<file path="src/rtl/usb_eth_pkg.sv">
`default_nettype none
// ============================================================================
//  Module      : usb_eth_pkg
//  Description : Shared types, constants and pointer helpers for the
//                USB-to-Ethernet packet FIFO (reader and writer sides).
//  Revision    : 1.0 - initial release
// ============================================================================
package usb_eth_pkg;

    // Default RAM address width; pointers carry one extra wrap bit.
    localparam int unsigned c_ADDR_SIZE_DEFAULT = 4;

    // Read-side controller states.
    typedef enum logic [1:0] {
        IDLE    = 2'd0,
        SEND    = 2'd1,
        WAIT_HS = 2'd2
    } rd_state_t;

    // Wrap-aware pointer distance (a - b) mod 2^w. Operands are zero-extended
    // to 32 bits by the caller; the result has every bit above w cleared, so
    // it can be compared directly against a zero-extended length.
    function automatic logic [31:0] ptr_diff(input logic [31:0] a,
                                             input logic [31:0] b,
                                             input int unsigned w);
        logic [31:0] mask;
        mask = (w >= 32) ? '1 : ((32'd1 << w) - 32'd1);
        return (a - b) & mask;
    endfunction

endpackage
`default_nettype wire

</file>
<file path="src/rtl/pkt_len_counter.sv">
`default_nettype none
// ============================================================================
//  Module      : pkt_len_counter
//  Description : Loadable down-counter holding the packet length and the
//                number of bytes still to send; reload restores the full
//                length for a retransmission.
//  Revision    : 1.0 - initial release
// ============================================================================
module pkt_len_counter #(
    parameter int unsigned WIDTH = 5
) (
    input  logic             clk,
    input  logic             rst,
    input  logic             i_load,
    input  logic [WIDTH-1:0] i_load_val,
    input  logic             i_dec,
    input  logic             i_reload,
    output logic             o_is_one
);

    logic [WIDTH-1:0] r_len;
    logic [WIDTH-1:0] r_remaining;

    // Load takes priority over reload, reload over decrement.
    always_ff @(posedge clk) begin
        if (rst) begin
            r_len       <= '0;
            r_remaining <= '0;
        end else if (i_load) begin
            r_len       <= i_load_val;
            r_remaining <= i_load_val;
        end else if (i_reload) begin
            r_remaining <= r_len;
        end else if (i_dec) begin
            r_remaining <= r_remaining - {{(WIDTH-1){1'b0}}, 1'b1};
        end
    end

    assign o_is_one = (r_remaining == {{(WIDTH-1){1'b0}}, 1'b1});

endmodule
`default_nettype wire

</file>
<file path="src/rtl/packet_read_ctrl.sv">
`default_nettype none
// ============================================================================
//  Module      : packet_read_ctrl
//  Description : Read-side pointer controller for the packet FIFO. Drains one
//                committed packet at a time, replays it on NAK and releases
//                its space to the writer only after ACK.
//  Revision    : 1.0 - initial release
// ============================================================================
module packet_read_ctrl
    import usb_eth_pkg::*;
#(
    parameter int unsigned ADDR_SIZE = c_ADDR_SIZE_DEFAULT
) (
    input  logic                 clk,
    input  logic                 rst,
    input  logic [ADDR_SIZE:0]   wr_ptr,
    input  logic                 start,
    input  logic [ADDR_SIZE:0]   pkt_len,
    input  logic                 pop,
    input  logic                 ack,
    input  logic                 nak,
    output logic [ADDR_SIZE-1:0] rd_addr,
    output logic [ADDR_SIZE:0]   free_ptr,
    output logic                 busy,
    output logic                 pkt_done,
    output logic                 fifo_empty,
    output logic                 err
);

    localparam logic [1:0] c_ST_IDLE    = IDLE;
    localparam logic [1:0] c_ST_SEND    = SEND;
    localparam logic [1:0] c_ST_WAIT_HS = WAIT_HS;

    logic [1:0]         r_state;
    logic [ADDR_SIZE:0] r_rd_ptr;
    logic [ADDR_SIZE:0] r_base_ptr;
    logic               r_pkt_done;
    logic               r_err;

    logic [31:0]        w_occ;
    logic               w_len_ok;
    logic               w_accept;
    logic               w_reload;
    logic               w_dec;
    logic               w_is_one;

    // Occupancy is measured from the oldest unacknowledged byte, so a packet
    // awaiting ACK still counts against what may be started next.
    assign w_occ    = ptr_diff(32'(wr_ptr), 32'(r_base_ptr), ADDR_SIZE + 1);
    assign w_len_ok = (pkt_len != '0) && (w_occ >= 32'(pkt_len));
    assign w_accept = (r_state == c_ST_IDLE) && start && w_len_ok;
    assign w_reload = nak && ((r_state == c_ST_SEND) || (r_state == c_ST_WAIT_HS));
    assign w_dec    = (r_state == c_ST_SEND) && pop && !nak;

    pkt_len_counter #(
        .WIDTH (ADDR_SIZE + 1)
    ) u_len_counter (
        .clk        (clk),
        .rst        (rst),
        .i_load     (w_accept),
        .i_load_val (pkt_len),
        .i_dec      (w_dec),
        .i_reload   (w_reload),
        .o_is_one   (w_is_one)
    );

    // Packet FSM with read/base pointers and the registered status pulses.
    always_ff @(posedge clk) begin
        if (rst) begin
            r_state    <= c_ST_IDLE;
            r_rd_ptr   <= '0;
            r_base_ptr <= '0;
            r_pkt_done <= 1'b0;
            r_err      <= 1'b0;
        end else begin
            r_pkt_done <= 1'b0;
            r_err      <= 1'b0;
            case (r_state)
                c_ST_IDLE: begin
                    if (start) begin
                        if (w_len_ok) begin
                            r_rd_ptr <= r_base_ptr;
                            r_state  <= c_ST_SEND;
                        end else begin
                            r_err <= 1'b1;
                        end
                    end
                    if (pop) begin
                        r_err <= 1'b1;
                    end
                end
                c_ST_SEND: begin
                    // A NAK discards any same-cycle pop and restarts the packet.
                    if (nak) begin
                        r_rd_ptr <= r_base_ptr;
                    end else if (pop) begin
                        r_rd_ptr <= r_rd_ptr + {{ADDR_SIZE{1'b0}}, 1'b1};
                        if (w_is_one) begin
                            r_pkt_done <= 1'b1;
                            r_state    <= c_ST_WAIT_HS;
                        end
                    end
                end
                c_ST_WAIT_HS: begin
                    // NAK beats ACK: the space is kept and the packet replayed.
                    if (nak) begin
                        r_rd_ptr <= r_base_ptr;
                        r_state  <= c_ST_SEND;
                    end else if (ack) begin
                        r_base_ptr <= r_rd_ptr;
                        r_state    <= c_ST_IDLE;
                    end
                    if (pop) begin
                        r_err <= 1'b1;
                    end
                end
                default: begin
                    r_state <= c_ST_IDLE;
                end
            endcase
        end
    end

    assign rd_addr    = r_rd_ptr[ADDR_SIZE-1:0];
    assign free_ptr   = r_base_ptr;
    assign busy       = (r_state != c_ST_IDLE);
    assign pkt_done   = r_pkt_done;
    assign err        = r_err;
    assign fifo_empty = (r_base_ptr == wr_ptr);

endmodule
`default_nettype wire

</file>
<file path="config.mk">
export PLATFORM = sky130hd
export DESIGN_NAME = packet_read_ctrl
export DESIGN_NICKNAME = d
export VERILOG_FILES = /design/src/rtl/usb_eth_pkg.sv /design/src/rtl/pkt_len_counter.sv /design/src/rtl/packet_read_ctrl.sv
export SDC_FILE = /design/constraint.sdc
export NUM_CORES = 1
export LEC_CHECK = 0
export ABC_AREA = 0
export CAP_MARGIN = 20
export CORE_MARGIN = 2
export CORE_UTILIZATION = 52
export DETAILED_ROUTE_END_ITERATION = 10
export PLACE_DENSITY = 0.87
export SLEW_MARGIN = 20
export SYNTH_ARGS = -nofsm -noshare
export SYNTH_HDL_FRONTEND = slang
export SYNTH_SLANG_ARGS = --single-unit
</file>
<file path="constraint.sdc">
create_clock -name clk -period 3.9 [get_ports clk]
set_input_delay 0.78 -clock clk [delete_from_list [all_inputs] [get_ports clk]]
set_output_delay 0.78 -clock clk [all_outputs]
set_load 0.02 [all_outputs]
</file>
==> impl_metrics.env, run 1 <==
export IMPL_dr_first_iter_drc_count=55
export IMPL_cts_root_buf="clkbuf_4"
export IMPL_start_kind="primary input"
export IMPL_r2r_start="free_ptr[0]"
export IMPL_coreArea_um2=3030
export IMPL_io_buffer_count=28
export IMPL_synth_async_reset_ratio_pct=0
export IMPL_post_drt_wl_per_cell_um=12.6
export IMPL_status="finished, final reports clean"
export IMPL_rows=20
export IMPL_relSlewSlack_pct=58.9
export IMPL_dieWidth_um=60.0
export IMPL_fin_area_um2=1930
export IMPL_fin_worst_skew_ps=2.01
export IMPL_cts_htree_levels=1
export IMPL_detail_route_antenna_nets=0
export IMPL_synth_edff_count=0
export IMPL_yosysUniqueCellTypes=45
export IMPL_syn_nets=227
export IMPL_postCtsSetupBuffers=0
export IMPL_die_area_um2=3600
export IMPL_tightest_slew_ps=615
export IMPL_routed_via_density=5.49
export IMPL_cp_endpoint="r_state[0]"
export IMPL_timing_fmax_ghz=0.281
export IMPL_hp_class="flop to flop"
export IMPL_ys_flop_type="dfxtp_1"
export IMPL_ys_seq_area_share_pct=29.4
export IMPL_post_route_drc_count=0
export IMPL_clk_insertion_delay_late_ps=320
export IMPL_cellLeakagePower_nw=0.822
export IMPL_fin_crit_sh_pct=91.3
export IMPL_gp_congestion=0.860
export IMPL_via_count=1428
export IMPL_r2r_end="r_state[0]"
export IMPL_initial_utilization_pct=53.9
export IMPL_dpl_instance_area_um2=1900
export IMPL_synthesis_area_um2=1630
export IMPL_n_antenna_cell=0
export IMPL_cts_buffers=3
export IMPL_dr_pass1_iters=6
export IMPL_io_pins=29
export IMPL_multi_input_comb_area_um2=1010
export IMPL_cts_tree="yes"
export IMPL_seqCellArea_um2=480
export IMPL_grt_pass1_wl_um=5510
export IMPL_synth_warnings=0
export IMPL_synth_seq_cells=24
export IMPL_hold_viol_final=0
export IMPL_hold_buffers=0
export IMPL_reg2regPathDepth=13
export IMPL_synth_area_per_cell_um2=8.46
export IMPL_grt_overflow=0
export IMPL_nFillCells=264
export IMPL_preCtsSetupSlack_ps=5.04
export IMPL_fin_crit_ps=3560
export IMPL_dp_hpwl_um=2520
export IMPL_worstPathArrival_ps=3820
export IMPL_endpoint_kind="flop"
export IMPL_grt_pass1_vias=1291
export IMPL_peakVddDrop_v=0.000221
export IMPL_maxCapViolCount=0
export IMPL_path_clk_slew_ps=120
export IMPL_clk_path_buf_depth=2
export IMPL_worst_ep_required_time_ps=4160
export IMPL_setup_ws_ps=339
export IMPL_final_setup_tns_ps=0
export IMPL_power_density_nw_per_um2=413
export IMPL_clock_sinks=24
export IMPL_post_cts_resize_count=0
export IMPL_rrSetupSlack_ps=780
export IMPL_die_height_um=60.0
export IMPL_synthCells=193
export IMPL_grt_use_total_pct=20.1
export IMPL_crit_start="wr_ptr[0]"
export IMPL_slew_viol_final=0
export IMPL_antenna_found_initial=0
export IMPL_grt_max_degree=26
export IMPL_area_delta_synth_final_pct=17.9
export IMPL_setup_viol=0
export IMPL_nNetsFinal=252
export IMPL_cp_max_fo=14
export IMPL_path_class="primary input to flop"
export IMPL_layout_drive_gt1_share_pct=5.09
export IMPL_rsz0062_at_grt="false"
export IMPL_routed_wl_um=3270
-- worst min-delay path by stage --
stage / startpoint / end / cells after the start
CTS: u_len_counter.r_len[3] / u_len_counter.r_len[3] / 2
finish: u_len_counter.r_len[3] / u_len_counter.r_len[3] / 2
floorplan: u_len_counter.r_len[3] / u_len_counter.r_len[3] / 2
global placement: u_len_counter.r_len[3] / u_len_counter.r_len[3] / 2
global route: u_len_counter.r_len[3] / u_len_counter.r_len[3] / 2
detailed placement: u_len_counter.r_len[3] / u_len_counter.r_len[3] / 2
-- metrics by stage --
step	utilization, %	hold slack [ps]	std cells	total power, mW
2_1_floorplan	-	432	193	0.595
3_3_place_gp	62.9	441	257	0.678
3_5_place_dp	62.9	447	257	0.687
4_1_cts	63.6	463	260	0.795
5_1_grt	63.6	504	260	0.855
6_report	63.6	462	260	0.796
-- cell type report --
type                    instances  area share [%]
inverters                      15            2.92
flip-flops and latches         24            25.0
clock buffers                   3            1.17
multi-input cells             143            52.4
well taps                      44            2.86
repair buffers                 31            15.7
-- Yosys cell counts (all sizes together) (2+ instances only) --
cell type  count  area [um^2]
xnor2          4         35.0
a21oi         21          105
a31oi          2         12.5
mux2i         14          140
xor2           2         17.5
dfxtp         24          480
ha            17          213
or3            6         40.0
o31ai          5         37.5
clkbuf         2         7.51
nand3b         2         15.0
nor2          21         78.8
or2            2         15.0
nand2          9         33.8
inv           15         56.3
nor3           4         20.0
nor2b          2         12.5
and2           3         18.8
buf            7         57.6
or4            2         15.0
o21ai          7         35.0
a21o           2         15.0
nand3          3         15.0
-- logic make-up after synthesis --
kind of cell	Yosys count	synth area share, %
buf+inv	26	8.81
compound gates	43	15.9
xor+xnor	6	3.22
flops	24	29.4
fa+ha+maj	18	14.3
mux	14	8.58
simple gates	62	19.8
-- worst max-delay path, cell delays in order --
cell             delay (ps)
clkdlybuf4s50_1         390
inv_1                    60
ha_1                    140
inv_1                    60
fa_1                    390
a21o_1                  170
a21oi_1                 160
xnor2_1                  90
ha_1                    300
a21oi_1                  80
a32oi_1                 240
a31oi_1                 120
buf_4                   190
or4_1                   500
a21oi_1                 150
-- power by group --
part | leakage, nW | switching (mW) | total [mW] | internal, mW
Combinational | 0.614 | 0.211 | 0.378 | 0.167
Clock | 0.0138 | 0.0737 | 0.110 | 0.0363
Sequential | 0.195 | 0.0285 | 0.308 | 0.280
-- flip-flops by register name, indices dropped and copies added, names as in the netlist --
name,count
pkt_done,1
u_len_counter.r_len,5
u_len_counter.r_remaining,5
r_state,2
r_rd_ptr,5
err,1
free_ptr,5
-- routing by layer --
layer	track usage [%]	up-vias	share of wire, %
met1	27.5	649	48
met2	31.5	53	43
li1	-	717	-
met4	7.94	0	2.1
met3	2.81	9	6.4
met5	0	-	0
-- layout by cell type, fill, tap and decap left out, types with 3 or more instances in the layout --
master           synthesis  routed
nor2_1                  21      21
mux2i_1                 14      14
nand2_1                  9       9
or3_1                    4       4
ha_1                    17      17
buf_4                    4       3
and2_1                   3       3
inv_1                   15      15
o31ai_1                  5       5
clkdlybuf4s50_1          0      28
o21ai_0                  6       6
clkbuf_4                 0       3
dfxtp_1                 24      24
a21oi_1                 21      21
nand3_1                  3       3
xnor2_1                  4       4
nor3_1                   4       4
Power figures use the tool's default switching activity.
==> run 2: changes to the inputs <==
--- a/config.mk
+++ b/config.mk
@@ -8,9 +8,10 @@
 export ABC_AREA = 0
 export CAP_MARGIN = 20
 export CORE_MARGIN = 2
-export CORE_UTILIZATION = 52
+export CORE_UTILIZATION = 54
+export CTS_BUF_LIST = sky130_fd_sc_hd__clkbuf_2 sky130_fd_sc_hd__clkbuf_4 sky130_fd_sc_hd__clkbuf_8
 export DETAILED_ROUTE_END_ITERATION = 10
-export PLACE_DENSITY = 0.87
+export PLACE_DENSITY = 0.9
 export SLEW_MARGIN = 20
 export SYNTH_ARGS = -nofsm -noshare
 export SYNTH_HDL_FRONTEND = slang
==> impl_metrics.env, run 2 (same netlist as run 1, synthesis figures left out) <==
export IMPL_hp_class="flop to flop"
export IMPL_power_switching_uw=314
export IMPL_final_setup_tns_ps=0
export IMPL_postCtsSetupBuffers=0
export IMPL_intPower_uw=483
export IMPL_dieWidth_um=59.0
export IMPL_final_common_cell="clkdlybuf4s50_1"
export IMPL_rows=19
export IMPL_max_stage_delay_ps=500
export IMPL_post_cts_resize_count=0
export IMPL_routed_wl_um=3270
export IMPL_fin_worst_skew_ps=8.48
export IMPL_place_inst=244
export IMPL_dr_max_layer_used="met4"
export IMPL_routed_via_density=5.53
export IMPL_sw_frac_of_total_pct=39.4
export IMPL_dpl_instance_area_um2=1890
export IMPL_area_delta_synth_final_pct=16.9
export IMPL_p_comb_share_pct=47.8
export IMPL_via_count=1365
export IMPL_initial_utilization_pct=58.2
export IMPL_die_height_um=59.0
export IMPL_start_kind="primary input"
export IMPL_nFillCells=228
export IMPL_fin_crit_sh_pct=92.3
export IMPL_fin_crit_ps=3600
export IMPL_hold_buffers=0
export IMPL_relSlewSlack_pct=60.8
export IMPL_failed_checks="DRC"
export IMPL_met3_length_um=128
export IMPL_p_seq_share_pct=38.7
export IMPL_clk_insertion_delay_late_ps=310
export IMPL_wl_met2_um=1460
export IMPL_grt_use_total_pct=20.9
export IMPL_path_clk_slew_ps=130
export IMPL_mostFrequentLayoutCells="clkdlybuf4s50_1, dfxtp_1, a21oi_1, nor2_1, ha_1"
export IMPL_gp_congestion=0.794
export IMPL_status="complete, but fails checks"
export IMPL_cts_root_buf="clkbuf_4"
export IMPL_clockPowerShare_pct=13.5
export IMPL_fin_util_pct=68.1
export IMPL_rrSetupSlack_ps=750
export IMPL_n_antenna_cell=0
export IMPL_cts_tree="yes"
export IMPL_cp_common_cell="a21oi_1"
export IMPL_cts_buffers=3
export IMPL_slew_viol_final=0
export IMPL_setup_viol=0
export IMPL_rsz0062_at_grt="false"
export IMPL_multi_input_comb_area_um2=1010
export IMPL_wl_met1_um=1630
export IMPL_power_density_nw_per_um2=417
export IMPL_cp_max_fo=14
export IMPL_peakVddDrop_v=0.000241
export IMPL_io_pins=29
export IMPL_dr_pass1_iters=7
export IMPL_grt_overflow=0
export IMPL_worst_ep_required_time_ps=4160
export IMPL_reg2regPathDepth=13
export IMPL_crit_chain="clkdlybuf4s50_1 -> inv_1 -> ha_1 -> inv_1 -> fa_1 -> a21o_1 -> a21oi_1 -> xnor2_1 -> ha_1 -> a21oi_1 -> a32oi_1 -> a31oi_1 -> buf_4 -> or4_1 -> a21oi_1"
export IMPL_endpoint_kind="flop"
export IMPL_timing_fmax_ghz=0.278
export IMPL_worstPathArrival_ps=3860
export IMPL_r2r_start="free_ptr[0]"
export IMPL_maxCapViolCount=0
export IMPL_die_area_um2=3480
export IMPL_fin_area_um2=1910
export IMPL_detail_route_antenna_nets=0
export IMPL_post_drt_wl_per_cell_um=13.2
export IMPL_clock_sinks=24
export IMPL_grt_max_degree=26
export IMPL_grt_pass1_wl_um=5600
export IMPL_critPathSlowestCell="or4_1"
export IMPL_io_buffer_count=28
export IMPL_post_route_drc_count=1
export IMPL_dp_hpwl_um=2480
export IMPL_tightest_slew_ps=586
export IMPL_seqCellArea_um2=480
export IMPL_layout_drive_gt1_share_pct=5.09
export IMPL_cts_htree_levels=1
export IMPL_whs_endpoint="u_len_counter.r_len[3]"
export IMPL_worstHoldStart="u_len_counter.r_len[3]"
export IMPL_coreArea_um2=2810
export IMPL_clk_path_buf_depth=2
export IMPL_hold_path_cell_count=2
export IMPL_grt_pass1_vias=1269
export IMPL_path_class="primary input to flop"
export IMPL_antenna_found_initial=0
export IMPL_r2r_end="r_state[0]"
export IMPL_cellLeakagePower_nw=0.822
export IMPL_hold_viol_final=0
export IMPL_nNetsFinal=252
export IMPL_instances_no_fill=247
export IMPL_dr_first_iter_drc_count=25
[run 2: cell counts in the layout (fill, tap and decap cells not counted)]
No cell type changed its count.
[run 2: routing by layer]
layer,global-route usage [%],up-vias
met5,0,-
met4,7.14,0
met3,3.71,4
met2,33.2,36
met1,28.7,607
li1,-,718
[run 2: per-stage QoR]
step                setup slack [ps]  power, mW  hold WS (ps)
finish                           299      0.796           460
global route                     168      0.861           478
CTS                              330      0.794           459
detailed placement             -4.60      0.689           442
global placement                93.3      0.677           440
floorplan                        675      0.595           432
[run 2: worst max-delay path by stage]
stage	end	slack, ps	from
2_1_floorplan	r_state[0]	670	wr_ptr[0]
3_3_place_gp	r_state[0]	90	wr_ptr[0]
3_5_place_dp	r_state[0]	-5	wr_ptr[0]
4_1_cts	r_state[0]	330	wr_ptr[0]
5_1_grt	r_state[0]	170	wr_ptr[0]
6_report	r_state[0]	300	wr_ptr[0]
[run 2: critical path: cells and delay by family]
family / cells / cell delay [ps]
AOI/OAI and AO/OA: 6 / 950
adders and majority gates: 3 / 830
buffers and inverters: 4 / 710
and+or+nand+nor: 1 / 500
xor gates and xnor gates: 1 / 90
[run 2: power groups by stage]
stage	clock, mW	combinational, mW	sequential (mW)
after detailed placement	0	0.375	0.314
final	0.108	0.380	0.309
after CTS	0.108	0.378	0.308
after floorplan	0	0.284	0.312
after global placement	0	0.364	0.312
after global routing	0.123	0.425	0.314
[run 2: area by class of cell]
| cell class | count | share of cell area, % |
|---|---|---|
| Sequential cell | 24 | 25.2 |
| Multi-Input combinational cell | 143 | 52.8 |
| Tap cell | 31 | 2.03 |
| Clock buffer | 3 | 1.18 |
| Timing Repair Buffer | 31 | 15.9 |
| Inverter | 15 | 2.95 |
